===== src/rtl/multicycle_data_path_pkg.sv =====
// Shared definitions for the multicycle MIPS-subset core: opcodes, functs,
// control state encoding and the select codes the control FSM drives into the datapath.
package multicycle_data_path_pkg;

  localparam logic [5:0] OP_RTYPE = 6'b000000;
  localparam logic [5:0] OP_J     = 6'b000010;
  localparam logic [5:0] OP_BEQ   = 6'b000100;
  localparam logic [5:0] OP_BNE   = 6'b000101;
  localparam logic [5:0] OP_ADDI  = 6'b001000;
  localparam logic [5:0] OP_LW    = 6'b100011;
  localparam logic [5:0] OP_SW    = 6'b101011;

  localparam logic [5:0] FN_ADD = 6'b100000;
  localparam logic [5:0] FN_SUB = 6'b100010;
  localparam logic [5:0] FN_AND = 6'b100100;
  localparam logic [5:0] FN_OR  = 6'b100101;
  localparam logic [5:0] FN_SLT = 6'b101010;

  typedef enum logic [3:0] {
    ST_IDLE   = 4'd0,  ST_FETCH  = 4'd1,  ST_DECODE = 4'd2,  ST_MEMADR = 4'd3,
    ST_MEMRD  = 4'd4,  ST_MEMWB  = 4'd5,  ST_MEMWR  = 4'd6,  ST_EXEC   = 4'd7,
    ST_ALUWB  = 4'd8,  ST_ADDIEX = 4'd9,  ST_ADDIWB = 4'd10, ST_BRANCH = 4'd11,
    ST_JUMP   = 4'd12, ST_TRAP   = 4'd13
  } state_e;

  typedef enum logic [2:0] {
    ALU_ADD = 3'd0, ALU_SUB = 3'd1, ALU_AND = 3'd2, ALU_OR = 3'd3, ALU_SLT = 3'd4
  } alu_op_e;

  typedef enum logic {ASEL_PC = 1'b0, ASEL_A = 1'b1} alu_a_sel_e;

  typedef enum logic [1:0] {
    BSEL_B = 2'd0, BSEL_FOUR = 2'd1, BSEL_IMM = 2'd2, BSEL_IMM_SH2 = 2'd3
  } alu_b_sel_e;

  typedef enum logic [1:0] {PCSRC_ALU = 2'd0, PCSRC_ALUOUT = 2'd1, PCSRC_JUMP = 2'd2} pc_src_e;

  typedef struct packed {
    logic       ir_we;
    logic       pc_we;
    pc_src_e    pc_src;
    logic       ab_we;
    logic       aluout_we;
    logic       mdr_we;
    logic       rf_we;
    logic       rf_dst_rd;
    logic       rf_src_mdr;
    logic       addr_from_aluout;
    alu_a_sel_e alu_a_sel;
    alu_b_sel_e alu_b_sel;
    alu_op_e    alu_op;
  } ctrl_t;

  function automatic logic funct_legal(input logic [5:0] funct);
    case (funct)
      FN_ADD, FN_SUB, FN_AND, FN_OR, FN_SLT: return 1'b1;
      default:                               return 1'b0;
    endcase
  endfunction

  function automatic alu_op_e funct_to_alu_op(input logic [5:0] funct);
    case (funct)
      FN_SUB:  return ALU_SUB;
      FN_AND:  return ALU_AND;
      FN_OR:   return ALU_OR;
      FN_SLT:  return ALU_SLT;
      default: return ALU_ADD;
    endcase
  endfunction

endpackage


===== src/rtl/multicycle_data_path_fsm.sv =====
// Control FSM of the multicycle core: state register, instruction decode and
// every mux select / register enable of the datapath.
module mc_control_fsm
  import multicycle_data_path_pkg::*;
#(
  parameter int EN_BNE = 1
) (
  input  logic       clk,
  input  logic       rst_n,
  input  logic [5:0] opcode_i,
  input  logic [5:0] funct_i,
  input  logic       a_eq_b_i,
  input  logic       mem_ready_i,
  output ctrl_t      ctrl_o,
  output logic       mem_req_o,
  output logic       mem_we_o,
  output logic       instr_done_o,
  output logic       illegal_o
);

  state_e state_q, state_d;

  // State register; async reset drops mem_req at once since it decodes from state.
  always_ff @(posedge clk or negedge rst_n) begin
    if (!rst_n) begin
      state_q <= ST_IDLE;
    end else begin
      state_q <= state_d;
    end
  end

  // Next state and datapath controls.
  always_comb begin
    state_d      = state_q;
    ctrl_o       = '0;
    mem_req_o    = 1'b0;
    mem_we_o     = 1'b0;
    instr_done_o = 1'b0;
    illegal_o    = 1'b0;
    case (state_q)
      ST_IDLE: state_d = ST_FETCH;
      ST_FETCH: begin
        mem_req_o        = 1'b1;
        ctrl_o.alu_b_sel = BSEL_FOUR;
        if (mem_ready_i) begin
          ctrl_o.ir_we = 1'b1;
          ctrl_o.pc_we = 1'b1;
          state_d      = ST_DECODE;
        end else begin
          state_d = ST_FETCH;
        end
      end
      ST_DECODE: begin
        ctrl_o.ab_we     = 1'b1;
        ctrl_o.aluout_we = 1'b1;
        ctrl_o.alu_b_sel = BSEL_IMM_SH2;
        case (opcode_i)
          OP_LW, OP_SW: state_d = ST_MEMADR;
          OP_RTYPE:     state_d = funct_legal(funct_i) ? ST_EXEC : ST_TRAP;
          OP_ADDI:      state_d = ST_ADDIEX;
          OP_BEQ:       state_d = ST_BRANCH;
          OP_BNE:       state_d = (EN_BNE != 0) ? ST_BRANCH : ST_TRAP;
          OP_J:         state_d = ST_JUMP;
          default:      state_d = ST_TRAP;
        endcase
      end
      ST_MEMADR, ST_ADDIEX: begin
        ctrl_o.aluout_we = 1'b1;
        ctrl_o.alu_a_sel = ASEL_A;
        ctrl_o.alu_b_sel = BSEL_IMM;
        if (state_q == ST_ADDIEX) begin
          state_d = ST_ADDIWB;
        end else begin
          state_d = (opcode_i == OP_LW) ? ST_MEMRD : ST_MEMWR;
        end
      end
      ST_MEMRD: begin
        mem_req_o               = 1'b1;
        ctrl_o.addr_from_aluout = 1'b1;
        if (mem_ready_i) begin
          ctrl_o.mdr_we = 1'b1;
          state_d       = ST_MEMWB;
        end else begin
          state_d = ST_MEMRD;
        end
      end
      ST_MEMWB: begin
        ctrl_o.rf_we      = 1'b1;
        ctrl_o.rf_src_mdr = 1'b1;
        instr_done_o      = 1'b1;
        state_d           = ST_FETCH;
      end
      ST_MEMWR: begin
        mem_req_o               = 1'b1;
        mem_we_o                = 1'b1;
        ctrl_o.addr_from_aluout = 1'b1;
        if (mem_ready_i) begin
          instr_done_o = 1'b1;
          state_d      = ST_FETCH;
        end else begin
          state_d = ST_MEMWR;
        end
      end
      ST_EXEC: begin
        ctrl_o.aluout_we = 1'b1;
        ctrl_o.alu_a_sel = ASEL_A;
        ctrl_o.alu_b_sel = BSEL_B;
        ctrl_o.alu_op    = funct_to_alu_op(funct_i);
        state_d          = ST_ALUWB;
      end
      ST_ALUWB, ST_ADDIWB: begin
        ctrl_o.rf_we     = 1'b1;
        ctrl_o.rf_dst_rd = (state_q == ST_ALUWB);
        instr_done_o     = 1'b1;
        state_d          = ST_FETCH;
      end
      ST_BRANCH: begin
        instr_done_o  = 1'b1;
        ctrl_o.pc_src = PCSRC_ALUOUT;
        ctrl_o.pc_we  = a_eq_b_i ^ (opcode_i == OP_BNE);
        state_d       = ST_FETCH;
      end
      ST_JUMP: begin
        instr_done_o  = 1'b1;
        ctrl_o.pc_src = PCSRC_JUMP;
        ctrl_o.pc_we  = 1'b1;
        state_d       = ST_FETCH;
      end
      ST_TRAP: begin
        illegal_o = 1'b1;
        state_d   = ST_TRAP;
      end
      default: state_d = ST_IDLE;
    endcase
  end

endmodule


===== src/rtl/multicycle_data_path.sv =====
// Multicycle MIPS-subset core: registers, GPR file and the single shared ALU;
// all sequencing comes from mc_control_fsm.
module multicycle_data_path
  import multicycle_data_path_pkg::*;
#(
  parameter int              XLEN     = 32,
  parameter logic [XLEN-1:0] RESET_PC = '0,
  parameter int              EN_BNE   = 1
) (
  input  logic            clk,
  input  logic            reset,
  output logic            mem_req,
  output logic            mem_we,
  output logic [XLEN-1:0] mem_addr,
  output logic [XLEN-1:0] mem_wdata,
  input  logic [XLEN-1:0] mem_rdata,
  input  logic            mem_ready,
  output logic [XLEN-1:0] pc,
  output logic            instr_done,
  output logic            illegal
);

  ctrl_t           ctrl;
  logic [31:0]     ir_q;
  logic [XLEN-1:0] pc_q, pc_d, a_q, b_q, aluout_q, mdr_q;
  logic [XLEN-1:0] gpr_q [32];
  logic [XLEN-1:0] imm_ext, imm_sh2, alu_a, alu_b, alu_y, wb_data;
  logic [4:0]      wb_addr;

  mc_control_fsm #(.EN_BNE(EN_BNE)) u_fsm (
    .clk          (clk),
    .rst_n        (reset),
    .opcode_i     (ir_q[31:26]),
    .funct_i      (ir_q[5:0]),
    .a_eq_b_i     (a_q == b_q),
    .mem_ready_i  (mem_ready),
    .ctrl_o       (ctrl),
    .mem_req_o    (mem_req),
    .mem_we_o     (mem_we),
    .instr_done_o (instr_done),
    .illegal_o    (illegal)
  );

  assign imm_ext   = {{(XLEN-16){ir_q[15]}}, ir_q[15:0]};
  assign imm_sh2   = {imm_ext[XLEN-3:0], 2'b00};
  assign mem_addr  = ctrl.addr_from_aluout ? aluout_q : pc_q;
  assign mem_wdata = b_q;
  assign pc        = pc_q;
  assign wb_addr   = ctrl.rf_dst_rd ? ir_q[15:11] : ir_q[20:16];
  assign wb_data   = ctrl.rf_src_mdr ? mdr_q : aluout_q;

  // Shared ALU: PC increment, branch target, address/immediate add and R-type ops.
  always_comb begin
    alu_a = (ctrl.alu_a_sel == ASEL_A) ? a_q : pc_q;
    case (ctrl.alu_b_sel)
      BSEL_FOUR:    alu_b = {{(XLEN-3){1'b0}}, 3'b100};
      BSEL_IMM:     alu_b = imm_ext;
      BSEL_IMM_SH2: alu_b = imm_sh2;
      default:      alu_b = b_q;
    endcase
    case (ctrl.alu_op)
      ALU_SUB: alu_y = alu_a - alu_b;
      ALU_AND: alu_y = alu_a & alu_b;
      ALU_OR:  alu_y = alu_a | alu_b;
      ALU_SLT: alu_y = {{(XLEN-1){1'b0}}, ($signed(alu_a) < $signed(alu_b))};
      default: alu_y = alu_a + alu_b;
    endcase
  end

  // PC source; the jump keeps the upper nibble of the already-incremented PC.
  always_comb begin
    case (ctrl.pc_src)
      PCSRC_ALUOUT: pc_d = aluout_q;
      PCSRC_JUMP:   pc_d = {pc_q[XLEN-1:28], ir_q[25:0], 2'b00};
      default:      pc_d = alu_y;
    endcase
  end

  // Architectural and intermediate registers.
  always_ff @(posedge clk or negedge reset) begin
    if (!reset) begin
      pc_q     <= RESET_PC;
      ir_q     <= 32'h0;
      a_q      <= '0;
      b_q      <= '0;
      aluout_q <= '0;
      mdr_q    <= '0;
    end else begin
      if (ctrl.ir_we)     ir_q     <= mem_rdata[31:0];
      if (ctrl.pc_we)     pc_q     <= pc_d;
      if (ctrl.aluout_we) aluout_q <= alu_y;
      if (ctrl.mdr_we)    mdr_q    <= mem_rdata;
      if (ctrl.ab_we) begin
        a_q <= gpr_q[ir_q[25:21]];
        b_q <= gpr_q[ir_q[20:16]];
      end
    end
  end

  // GPR file; r0 is never written so it always reads zero.
  always_ff @(posedge clk or negedge reset) begin
    if (!reset) begin
      for (int i = 0; i < 32; i++) gpr_q[i] <= '0;
    end else if (ctrl.rf_we && (wb_addr != 5'd0)) begin
      gpr_q[wb_addr] <= wb_data;
    end
  end

endmodule

===== config.mk =====
export PLATFORM = sky130hd
export DESIGN_NAME = multicycle_data_path
export DESIGN_NICKNAME = d
export VERILOG_FILES = /design/src/rtl/multicycle_data_path_pkg.sv /design/src/rtl/multicycle_data_path_fsm.sv /design/src/rtl/multicycle_data_path.sv
export SDC_FILE = /design/constraint.sdc
export NUM_CORES = 2
export LEC_CHECK = 0
export ABC_AREA = 1
export CAP_MARGIN = 40
export CORE_MARGIN = 2
export CORE_UTILIZATION = 30
export CTS_CLUSTER_DIAMETER = 100
export DETAILED_ROUTE_END_ITERATION = 16
export RECOVER_POWER = 25
export SYNTH_ARGS = -nofsm -noshare
export SYNTH_HDL_FRONTEND = slang
export SYNTH_SLANG_ARGS = --single-unit

===== constraint.sdc =====
create_clock -name clk -period 4.55 [get_ports clk]
set_clock_uncertainty 0.15 [all_clocks]
set_input_delay 0.6825 -clock clk [delete_from_list [all_inputs] [get_ports clk]]
set_output_delay 0.6825 -clock clk [all_outputs]
set_load 0.05 [all_outputs]

======== Yosys cells after proc, flatten, opt, wreduce, memory -nomap -nowiden ========
Cells that the tools add are included.
W data, S select, Z words.
word-level totals
  flip-flop bits (word level) ............. 1220
  input port bits ......................... 35
  output and inout bits ................... 100
  logic and storage cells ................. 153
operators by class
  $add $sub $neg .......................... 2
  $lt $le $gt $ge ......................... 5
  equal/unequal tests ..................... 34
  mux-type cells .......................... 47
  bitwise logic cells ..................... 7
  reduce and logical (&&, ||, !) cells .... 18
operators by type and width
  kind                  number
  $bwmux W1024          1
  $bmux W32 S5          2
  $mux W32              8
  $demux W32 S5         1
  $pmux W32 S4          1
  $pmux W32 S3          1
  $pmux W32 S2          1
  $eq A6 B6 Y1 const B  7
  $add A32 B32 Y32      1
  $and A32 B32 Y32      1
  $eq A32 B32 Y1        1
  $lt A32 B32 Y1        1
  $or A32 B32 Y32       1
  $pmux W4 S8           1
  $sub A32 B32 Y32      1
  $eq A4 B4 Y1 const B  6
  $pmux W4 S5           1
  $ge A6 B6 Y1 const B  3
  $not A5 Y6            3
  $mux W1               17
  $eq A4 B3 Y1 const B  4
  $eq A6 B3 Y1 const B  2
  $pmux W3 S4           1
  $reduce_or A2 Y1      5
  other kinds (29)      42

======== Logic depth before layout (Yosys ltp) ========
  depth after elaboration ................. 10
  depth in mapped cells ................... 30
  depth with buffers taken out ............ 27

======== Modules after synthesis ========
From an unflattened synthesis, not the netlist that was laid out.
second synthesis, totals
  cells, all modules ...................... 9740
  area, all modules ....................... 70437.6 sq um
modules (own cells, without submodules)
  module                times used  cells an instance  area each (sq um)  sequential area each (sq um)
  multicycle_data_path  1           9606               69694.3            30429.2
  mc_control_fsm        1           134                743.2              100.1

======== Worst setup path after synthesis ========
Ideal clock, no wire load.
  path kind ............................... register to register
  start point ............................. register u_fsm.state_q[0]
  end point ............................... register pc_q[28] (netlist: pc[28])
  setup time .............................. 77 ps
  arrival time ............................ 3593 ps
  required time ........................... 4323 ps
  setup slack ............................. 729 ps
  cell stages (with the launch flop) ...... 27
  buffers on the path ..................... 2
  period minus slack after synthesis ...... 3821 ps
  cell sequence ........................... dfrtp_1 inv_2 nor2_1 inv_2 nor2_1 nor2_1 inv_1 nor2_1 clkbuf_1 inv_1 o22ai_1 inv_1 ha_1 clkbuf_1 nand2_1 nor2_1 inv_1 nor3_1 and2_1 nand2_1 nand2_1 nand2_1 nand2_1 nand2_1 nand3_1 nand2_1 a21oi_1
on the way
  cells in the longest elaborated chain, start to end .. 8
  elaborated cells between the ends (all ways) .. 33
  classes of those cells .................. add/sub: 2; eq/ne: 16; mux: 9; bitwise: 3; reduce/logical: 3
ends and longest elaborated chain
  item                                                 line                            RTL
  start, declared                                      multicycle_data_path_fsm.sv:21  state_e state_q, state_d;
  start signal, assigned                               multicycle_data_path_fsm.sv:28  state_q <= state_d;
  $eq A4 B2 Y1 / $eq A4 B4 Y1 (equally long branches)  multicycle_data_path_fsm.sv:40  case (state_q)
  $reduce_or A2 Y1                                     multicycle_data_path_fsm.sv:40
  $pmux W2 S3                                          multicycle_data_path_fsm.sv:40
  $eq A2 B2 Y1 / $eq A2 B1 Y1 (equally long branches)  multicycle_data_path.sv:55      case (ctrl.alu_b_sel)
  $pmux W32 S3                                         multicycle_data_path.sv:55
  $add A32 B32 Y32 (tied with other cells)             multicycle_data_path.sv:66      default: alu_y = alu_a + alu_b;
  $pmux W32 S4                                         multicycle_data_path.sv:61      case (ctrl.alu_op)
  $pmux W32 S2                                         multicycle_data_path.sv:72      case (ctrl.pc_src)
  end signal, assigned                                 multicycle_data_path.sv:90      if (ctrl.pc_we) pc_q <= pc_d;
  end, declared                                        multicycle_data_path.sv:25      logic [XLEN-1:0] pc_q, pc_d, a_q, b_q, aluout_q, mdr_q;
Several ways; a longest one is shown, not always the timed one.
A chain may end at the register's enable or synchronous reset.

======== Worst setup path after layout ========
  start point ............................. register u_fsm.state_q[0]
  end point ............................... register pc_q[19] (netlist: pc[19])
Same word-level chain as after synthesis.

==> metrics.csv <==
stage,metric,value,unit
pwr,leakage,35.7,nW
timing,fmax,231,MHz
cts,Max clock buf depth,3,
synth,Main synth FF type,dfrtp_1,
pwr,Sw Pwr,38.3,mW
timing,max-slew violations,301,
critical_path,CP max FO,7,
synth,Synth async-reset ratio,1.00,
layout,final instance area,79900,µm²
synth,Syn Nets,9866,
critical_path,CP startpoint,u_fsm.state_q[0],
floorplan,core footprint,232000,µm²
pwr,Clk pwr share,0.161,
layout,multi-input logic area,34300,µm²
critical_path,reg2reg start,u_fsm.state_q[0],
synth,Synth top cells by count,"2,210 x o21ai_0, 1,735 x nor2_1, 1,546 x nand2_1",
detailed_routing,initial DRC count,9553,
placement,I/O Buffers,134,
critical_path,Setup crit start kind,flip-flop,
timing,final setup violation count,0,
critical_path,worst r2r dst,pc[19],
synth,Netlist Area Pre-Place,69800,µm²
critical_path,CP Capture Point,pc[19],
cts,postcts setup bufs,0,
hold_path,class of the tightest hold or removal check,reg2reg,
floorplan,DIE AREA,236000,µm²
critical_path,slack of the worst reg-to-reg path,220,ps
synth,Synth Instances,9730,
timing,final hold violation count,0,
pwr,P_int,34.0,mW
layout,Sequential cell area,30600,µm²
placement,Placed Area,75200,µm²
global_routing,GR Overflow Total,0,
synth,cell accounting for the most synthesized area,dfrtp_1,
pwr,register share of total power,0.242,
synth,sequential-to-total area share from yosys stat,0.438,
global_routing,vias in the first global route,67800,
timing,final period utilization,0.951,
detailed_routing,Avg WL per Cell,24.6,µm
placement,gp weighted congestion,0.979,
timing,setup tns final,0,ps
critical_path,crit end category,flip-flop,
detailed_routing,routed via count,72100,
timing,Worst-Margin Slew,2420,ps
global_routing,global-route wire length before repair,456000,µm
synth,Synth Area per Inst,7.17,µm²
layout,net count reported at finish,9595,
critical_path,R2R cell count,25,
detailed_routing,DRC Markers,0,
critical_path,data arrival time of the critical path,4890,ps
layout,fill cell count,24100,
detailed_routing,routed wire length,310000,µm
detailed_routing,1st-pass router iterations,9,
cts,number of clock buffers inserted by TritonCTS,138,
critical_path,critical setup path kind,reg2reg,
floorplan,Starting Density,0.301,
cts,Clock Pin Slew Worst Setup and Hold Paths,60,ps
synth,top cell type's share of synthesized area,0.438,
floorplan,Die Ht,486,µm
synth,synth warn,0,
pwr,VDD IR max,0.532,mV
timing,Slew HR,-0.613,
cts,Clock Sink Count,1220,
synth,Synth cell types,46,
pwr,Sw Share,0.530,
timing,RSZ-0062 raised after global routing,false,
cts,worst-skew pair later-pin latency,830,ps
cts,CTS tree,built,
synth,Post-synth EDFFs,0,
status,outcome,"complete, but fails checks",
floorplan,row cnt,177,
pwr,Logic pwr share,0.597,
synth,largest cells by area after synthesis,"dfrtp_1 44%, o21ai_0 16%, nor2_1 9.3%",
global_routing,largest net degree at the start of global routing,173,
critical_path,Worst Path Required,5110,ps
detailed_routing,Via density,5.72,
global_routing,initial antenna violation count,9,
layout,fin cells,12600,
layout,P&R area growth vs syn,14.4,%
global_routing,GRT Total Usage,0.255,
synth,post-synthesis register bit count,1220,
pwr,PwrDens,906,nW/µm²
status,failing checks,"capacitance limit, slew limit",
job,number of max-cap violations,6,
floorplan,Die X,486,µm
cts,CTS root buffer,clkbuf_16,
placement,Detail Placement HPWL,192000,µm
layout,layout cells sized above 1,0.0696,
placement,# placed instances,12400,
cts,H-tree levels,4,
timing,Final min period,4330,ps
detailed_routing,post-route ant nets,0,
floorplan,I/O pin cnt,135,
synth,most common cell in the synthesized netlist,o21ai_0,
-- state kept, by name, indices dropped and copies added, names as in the netlist --
| name | count |
|---|---|
| mem_wdata | 32 |
| pc | 32 |
| mdr_q | 32 |
| gpr_q | 1024 |
| u_fsm.state_q | 4 |
| aluout_q | 32 |
| a_q | 32 |
| ir_q | 32 |
-- critical path: stages, from the launching register on --
cell and delay, ps:
dfrtp_1 410, inv_2 90, nor2_1 50, inv_2 100, nor2_1 70, nor2_1 240
inv_1 90, nor2_2 190, inv_1 200, o21a_1 240, ha_1 440, inv_1 140
nand2_1 210, nand3_1 170, nand2_1 270, nand2_1 80, nand2_1 290, nand2_1 80
inv_1 80, nor2_1 40, nand2_1 60, nand3_1 180, nand3_1 150, nand2_1 50
nand2_1 50, nand2_1 50
-- metal layers --
metal / GRT usage / wire [µm] / vias to the layer above
li1: - / - / 32200
met1: 0.344 / 126000 / 34600
met2: 0.382 / 133000 / 4411
met3: 0.0534 / 33600 / 892
met4: 0.132 / 17700 / 8
met5: 0 / 59 / -
-- worst min-delay path by stage --
stage | startpoint | end | depth (start not counted)
CTS | gpr_q[996] | gpr_q[996] | 0
finish | gpr_q[996] | gpr_q[996] | 0
floorplan | reset | a_q[0] | 0
global placement | gpr_q[1008] | gpr_q[1008] | 0
detailed placement | gpr_q[996] | gpr_q[996] | 0
global route | gpr_q[1021] | gpr_q[1021] | 0
-- power by group through the flow --
stage	registers, mW	clock network, mW	logic, mW
5_1_grt	17.9	12.2	46.9
4_1_cts	17.4	11.8	42.1
3_3_place_gp	17.4	0	41.4
3_5_place_dp	17.6	0	41.9
2_1_floorplan	17.0	0	26.3
6_report	17.5	11.6	43.2
-- stage by stage --
| step | hold slack, ps | power [mW] | worst slack (ps) | utilization |
|---|---|---|---|---|
| after floorplan | 237 | 43.3 | 729 | - |
| after global placement | 237 | 58.9 | 82.6 | 0.323 |
| after detailed placement | 241 | 59.5 | 106 | 0.325 |
| after CTS | 254 | 71.3 | 62.0 | 0.345 |
| after global routing | 263 | 77.0 | 9.35 | 0.344 |
| final | 254 | 72.4 | 223 | 0.344 |
-- cell usage in the layout, fill, tap and decap left out, drive strengths merged, types with 6 or more instances in the layout --
master | netlist | routed
diode | 0 | 6
clkinv | 2 | 26
nor3 | 28 | 28
a21oi | 435 | 435
or2 | 28 | 28
nor2 | 1749 | 1749
o211ai | 65 | 65
a221oi | 11 | 11
o21ai | 2220 | 2220
ha | 99 | 99
dfrtp | 1220 | 1220
xor2 | 9 | 9
nand4 | 30 | 30
nand3 | 203 | 203
o221ai | 85 | 85
clkbuf | 742 | 219
nand2 | 1555 | 1555
a22oi | 20 | 20
bufinv | 0 | 7
buf | 113 | 289
inv | 525 | 532
clkdlybuf4s50 | 0 | 133
xnor2 | 18 | 18
o21bai | 10 | 10
o22ai | 529 | 529
-- cell type report --
cell class                      instances  share of cell area
Clock inverter                         43             0.00680
Tap cell                             3043              0.0477
Antenna cell                            6            0.000188
Timing Repair Buffer                  444              0.0557
Clock buffer                          199              0.0516
Multi-Input combinational cell       7128               0.430
Sequential cell                      1220               0.383
Inverter                              527              0.0253
-- cell families after synthesis --
kind of cell / share of synthesized area
xor+xnor: 0.00339
flops: 0.438
mux: 0.000592
fa+ha+maj: 0.0183
compound gates: 0.262
simple gates: 0.202
buf+inv: 0.0759
-- repair_timing --
| action | 4_1_cts | 5_1_grt |
|---|---|---|
| endpoints found under the hold margin | 90 | 0 |
| hold buffers | 1 | 0 |
| gates resized for setup | 0 | 19 |
| endpoints found under the setup margin | 0 | 39 |
Note: power is estimated with default switching activity, not from simulation.
